[src/rtl/cnn_pkg.sv]
// cnn_pkg: shared pixel type, signed max and counter-width helpers for the CNN stages
`ifndef DATA_SIZE
`define DATA_SIZE 8
`endif
package cnn_pkg;
  localparam int PIXEL_W = `DATA_SIZE;
  typedef logic signed [PIXEL_W-1:0] pixel_t;
  function automatic pixel_t smax(input pixel_t a, input pixel_t b);
    return (a > b) ? a : b;
  endfunction
  function automatic int cnt_w(input int n);
    return (n > 1) ? $clog2(n) : 1;
  endfunction
endpackage

[src/rtl/pool_line_buffer.sv]
// pool_line_buffer: half-row register array holding top-row pair maxima, addressed by col/2
module pool_line_buffer
  import cnn_pkg::*;
#(
  parameter int DEPTH = 4
) (
  input  logic                      clk,
  input  logic                      i_we,
  input  logic [cnt_w(DEPTH)-1:0]   i_addr,
  input  pixel_t                    i_wdata,
  output pixel_t                    o_rdata
);
  pixel_t r_mem [DEPTH];
  always_ff @(posedge clk) if (i_we) r_mem[i_addr] <= i_wdata;
  assign o_rdata = r_mem[i_addr];
endmodule

[src/rtl/maxpool2d_stream.sv]
// maxpool2d_stream: streaming 2x2 stride-2 max-pool; define MAXPOOL_RELU_EN to clamp outputs at zero
module maxpool2d_stream
  import cnn_pkg::*;
#(
  parameter int DATA_SIZE = `DATA_SIZE,
  parameter int IN_SIZE   = 8,
  parameter int CHANNELS  = 4
) (
  input  logic                 clk,
  input  logic                 reset,
  input  logic [DATA_SIZE-1:0] in_data,
  input  logic                 in_valid,
  output logic                 in_ready,
  input  logic                 in_last,
  output logic [DATA_SIZE-1:0] out_data,
  output logic                 out_valid,
  input  logic                 out_ready,
  output logic                 out_last,
  output logic                 frame_err
);
  localparam int CW = cnt_w(IN_SIZE);
  localparam int HW = cnt_w(IN_SIZE / 2);
  localparam int KW = cnt_w(CHANNELS);
  logic [CW-1:0] r_col, r_row;
  logic [KW-1:0] r_ch;
  pixel_t r_hold, r_out, w_px, w_pair, w_res, w_buf_rd;
  logic r_out_valid, r_out_last, r_err;
  logic w_fire, w_col_max, w_row_max, w_ch_max, w_final, w_win;
  logic [HW-1:0] w_addr;
  assign w_px      = in_data;
  assign in_ready  = !r_out_valid || out_ready;
  assign w_fire    = in_valid && in_ready;
  assign w_col_max = r_col == CW'(IN_SIZE - 1);
  assign w_row_max = r_row == CW'(IN_SIZE - 1);
  assign w_ch_max  = r_ch == KW'(CHANNELS - 1);
  assign w_final   = w_col_max && w_row_max && w_ch_max;
  assign w_win     = w_fire && r_row[0] && r_col[0];
  assign w_addr    = HW'(r_col >> 1);
  // same pair-max feeds the line buffer on even rows and the output on odd rows
  assign w_pair    = smax(r_hold, w_px);
`ifdef MAXPOOL_RELU_EN
  assign w_res = w_pair[PIXEL_W-1] ? '0 : w_pair;
`else
  assign w_res = w_pair;
`endif
  pool_line_buffer #(.DEPTH(IN_SIZE / 2)) u_buf (
    .clk     (clk),
    .i_we    (w_fire && !r_row[0] && r_col[0]),
    .i_addr  (w_addr),
    .i_wdata (w_pair),
    .o_rdata (w_buf_rd)
  );
  always_ff @(posedge clk) if (w_fire && !r_col[0]) r_hold <= r_row[0] ? smax(w_buf_rd, w_px) : w_px;
  always_ff @(posedge clk or posedge reset) begin
    if (reset) begin
      r_col       <= '0;
      r_row       <= '0;
      r_ch        <= '0;
      r_out       <= '0;
      r_out_valid <= 1'b0;
      r_out_last  <= 1'b0;
      r_err       <= 1'b0;
    end else begin
      if (w_fire) begin
        r_col <= w_col_max ? '0 : r_col + 1'b1;
        if (w_col_max) r_row <= w_row_max ? '0 : r_row + 1'b1;
        if (w_col_max && w_row_max) r_ch <= w_ch_max ? '0 : r_ch + 1'b1;
        if (in_last != w_final) r_err <= 1'b1;
      end
      if (w_win) begin
        r_out       <= w_res;
        r_out_valid <= 1'b1;
        r_out_last  <= w_final;
      end else if (out_ready) begin
        r_out_valid <= 1'b0;
        r_out_last  <= 1'b0;
      end
    end
  end
  assign out_data  = r_out;
  assign out_valid = r_out_valid;
  assign out_last  = r_out_last;
  assign frame_err = r_err;
endmodule

[config.mk]
export PLATFORM = sky130hd
export DESIGN_NAME = maxpool2d_stream
export DESIGN_NICKNAME = d
export VERILOG_FILES = /design/src/rtl/cnn_pkg.sv /design/src/rtl/pool_line_buffer.sv /design/src/rtl/maxpool2d_stream.sv
export SDC_FILE = /design/constraint.sdc
export NUM_CORES = 1
export LEC_CHECK = 0
export BUFFER_PORTS_ARGS = -buffer_cell sky130_fd_sc_hd__buf_2
export CAP_MARGIN = 20
export CORE_UTILIZATION = 40
export DETAILED_ROUTE_END_ITERATION = 8
export REMOVE_ABC_BUFFERS = 1
export SYNTH_ARGS = -nofsm -noshare
export SYNTH_HDL_FRONTEND = slang
export SYNTH_SLANG_ARGS = --single-unit
[constraint.sdc]
create_clock -name clk -period 8.7 [get_ports clk]
set_clock_uncertainty 0.15 [all_clocks]
set_input_delay 0 -clock clk [delete_from_list [all_inputs] [get_ports clk]]
set_output_delay 0 -clock clk [all_outputs]
set_load 0.02 [all_outputs]
==> reports/summary.json <==
{
  "status": {
    "result_of_the_run": "complete, no violations"
  },
  "layout": {
    "final_common_cell": "edfxtp_1",
    "final_nets": 287,
    "final.fill_count": 678,
    "n_antenna_cell": 0,
    "commonest_cells_after_routing_fill_and_taps_aside": "edfxtp_1, buf_2, ha_1",
    "layout-area-overhead-vs-synth_pct": 16.54,
    "final_layout_size_suffix_gt1_frac": 0.3074,
    "stdcell_area_um2": 3545
  },
  "clock_tree": {
    "htreeDepth": 3,
    "cts-buffers-inserted": 9,
    "cts_root_buffer": "clkbuf_8",
    "post_cts_resized": 0,
    "cts.path.max_buffers": 2,
    "tritoncts": "built",
    "clk_latency_ns": 0.33,
    "cts.sink_count": 59,
    "cts.clk_slew.worst_paths_ns": 0.06
  },
  "timing": {
    "finalCriticalPeriod_ns": 3.401,
    "setup_viol": 0,
    "rsz0062_at_grt": "no",
    "period_share": 0.3909,
    "maxSlewHeadroom": 0.4284,
    "drv_slew": 0,
    "transition_time_at_the_pin_with_the_least_slew_margin_ns": 0.8574,
    "fin_hold_ws_ns": 0.1714,
    "finalHoldViolations": 0,
    "fmaxAchievable_mhz": 294.0,
    "fin_tns_setup_ns": 0
  },
  "logic_synthesis": {
    "synthesis_stage_register_bit_count": 59,
    "synth_edf_count": 40,
    "synth-main-ff-cell": "edfxtp_1",
    "async_reset_ff_frac": 0.3220,
    "syn-instance-count": 212,
    "syn-mean-instance-area_um2": 14.35,
    "yosysSeqAreaShare": 0.5512,
    "netlist-cell-type-count": 42,
    "syn-cell-area_um2": 3042,
    "yosysWarningCount": 0
  },
  "worst_setup_path": {
    "critPathKind": "flip-flop to flip-flop",
    "reg2reg_slack_ns": 5.30,
    "worst_path_arrival_time_ns": 3.33,
    "kind_of_end_point_of_the_critical_path": "flip-flop",
    "worst_setup_path_start_kind": "flip-flop",
    "timing.critical_path.fanout_max": 14,
    "worstReg2RegStart": "r_col[1]",
    "required_ns": 8.63,
    "slowest_stage": "dfrtp_1",
    "ff2ff_path_depth": 7,
    "max_stage_delay_ns": 0.78,
    "crit_path_cell_trace": "mux4_2, ha_1, nand4_1, o221ai_1, a41o_1, a21oi_2, mux2_2",
    "regToRegEndpoint": "r_hold[0]"
  },
  "route": {
    "final_antenna_net_count": 0,
    "drt-total-wl_mm": 5.663,
    "vias_per_cell": 5.208,
    "detailroute.wirelength.met2_mm": 2.656,
    "highest-signal-layer": "met4",
    "vias": 1854,
    "number_of_drc_violations_after_detailed_routing_iteration_0": 64,
    "route.met3.wl_um": 172,
    "drc": 0,
    "wl_met1_mm": 2.800,
    "routed_wl_per_cell_um": 15.91,
    "first_pass_iters": 4
  },
  "place": {
    "post_dp_cell_area_um2": 3242,
    "hpwlAfterDp_mm": 4.032,
    "gpl.final_weighted_congestion": 0.7853,
    "numPortBuffers": 24
  },
  "floorplanning": {
    "initial_core_util": 0.4171,
    "design.core.area_um2": 7292,
    "floorplan.die.width_um": 89.20,
    "ios": 25,
    "floorplan.rows": 31,
    "floorplan.die.height_um": 89.20,
    "die_area_um2": 7957
  },
  "run": {
    "cap_violations": 0
  },
  "power_and_ir_drop": {
    "p_per_area_nw_per_um2": 298.8,
    "p_leak_uw": 0.001452,
    "vdd_drop_max_mv": 0.1153,
    "total_power_uw": 1059
  },
  "global_routing": {
    "globalRoute.totalOverflow": 0,
    "globalRouteTotalUtil": 0.1624,
    "wire_length_of_the_first_global_routing_pass_mm": 9.142,
    "grt_pass1_vias": 1800,
    "grt_antenna_before_repair": 0,
    "grt_start_max_net_pins": 20
  },
  "min_path": {
    "hold_path_class": "input port to async pin"
  }
}
[sequential cells by signal (all words and copies together) (netlist names)]
signal,cells
u_buf.r_mem,32
r_ch,2
r_hold,8
r_row,3
frame_err,1
out_last,1
out_data,8
out_valid,1
r_col,3
[cells in the mapped netlist, types with 4 or more instances]
cell,instances,share of area
a21o_1,5,0.012
clkbuf_1,4,0.0049
dfrtp_1,19,0.16
edfxtp_1,40,0.39
ha_1,21,0.086
inv_1,14,0.017
mux2_2,17,0.063
mux4_2,8,0.059
nand2_1,18,0.022
nand3_1,4,0.0066
nor2_1,4,0.0049
o211ai_1,7,0.017
o311ai_2,7,0.037
[metrics by stage]
stage | cells | utilization | setup slack, ns
6_report | 356 | 0.4861 | 5.299
2_1_floorplan | 203 | - | 5.660
3_3_place_gp | 329 | 0.4446 | 5.312
3_5_place_dp | 329 | 0.4446 | 5.292
4_1_cts | 356 | 0.4861 | 5.280
5_1_grt | 356 | 0.4861 | 5.099
[kinds of logic (layout without fill, tap and decap cells)]
group	count (synthesis)	in the layout	share of synthesized area
flops	59	59	0.5512
buf+inv	23	68	0.03907
fa+ha+maj	21	21	0.08638
xor+xnor	1	1	0.002880
compound gates	34	34	0.1057
mux	27	27	0.1320
simple gates	47	47	0.08268
[cell type report]
class | instances | area (µm²) | share of cell area
sequential | 59 | 1677 | 0.4730
multi-input combinational | 130 | 1246 | 0.3516
timing repair buffer | 39 | 262.8 | 0.07413
clock buffer | 10 | 127.6 | 0.03600
tap | 99 | 123.9 | 0.03495
clock inverter | 5 | 55.05 | 0.01553
inverter | 14 | 52.55 | 0.01483
[where the power goes]
part / total (µW) / switching, µW / internal, µW
Clock: 235 / 105 / 130
Combinational: 381 / 203 / 178
Sequential: 443 / 56.7 / 386
Total: 1060 / 365 / 694
[worst max-delay path by stage]
stage                     startpoint        end  slack [ns]
final                       r_col[1]  r_hold[0]        5.30
after global routing        r_col[1]  r_hold[3]        5.10
after CTS                   r_col[1]  r_hold[3]        5.28
after detailed placement    r_col[1]  r_hold[6]        5.29
after global placement      r_col[1]  r_hold[7]        5.31
after floorplan             r_col[1]  r_hold[0]        5.66
[worst max-delay path, delay by kind of cell (launching register included)]
family / cells / cell delay, ns
AO/OA/AOI/OAI: 3 / 0.77
AND/OR/NAND/NOR: 1 / 0.12
multiplexers: 2 / 0.99
adder cells (fa/ha/maj): 1 / 0.33
flip-flops: 1 / 0.78
[per-layer routing]
| layer | track usage | vias up |
|---|---|---|
| li1 | - | 909 |
| met1 | 0.2172 | 912 |
| met2 | 0.2512 | 28 |
| met3 | 0.04432 | 5 |
| met4 | 0.06494 | 0 |
| met5 | 0 | - |
[timing repair]
action / in CTS / in global routing
endpoints found under the hold margin: 72 / 0
buffers inserted: 0 / 0
endpoints found under the setup margin: 0 / 0
hold buffers: 12 / 0
No activity file was read; power rests on OpenSTA's default activity.
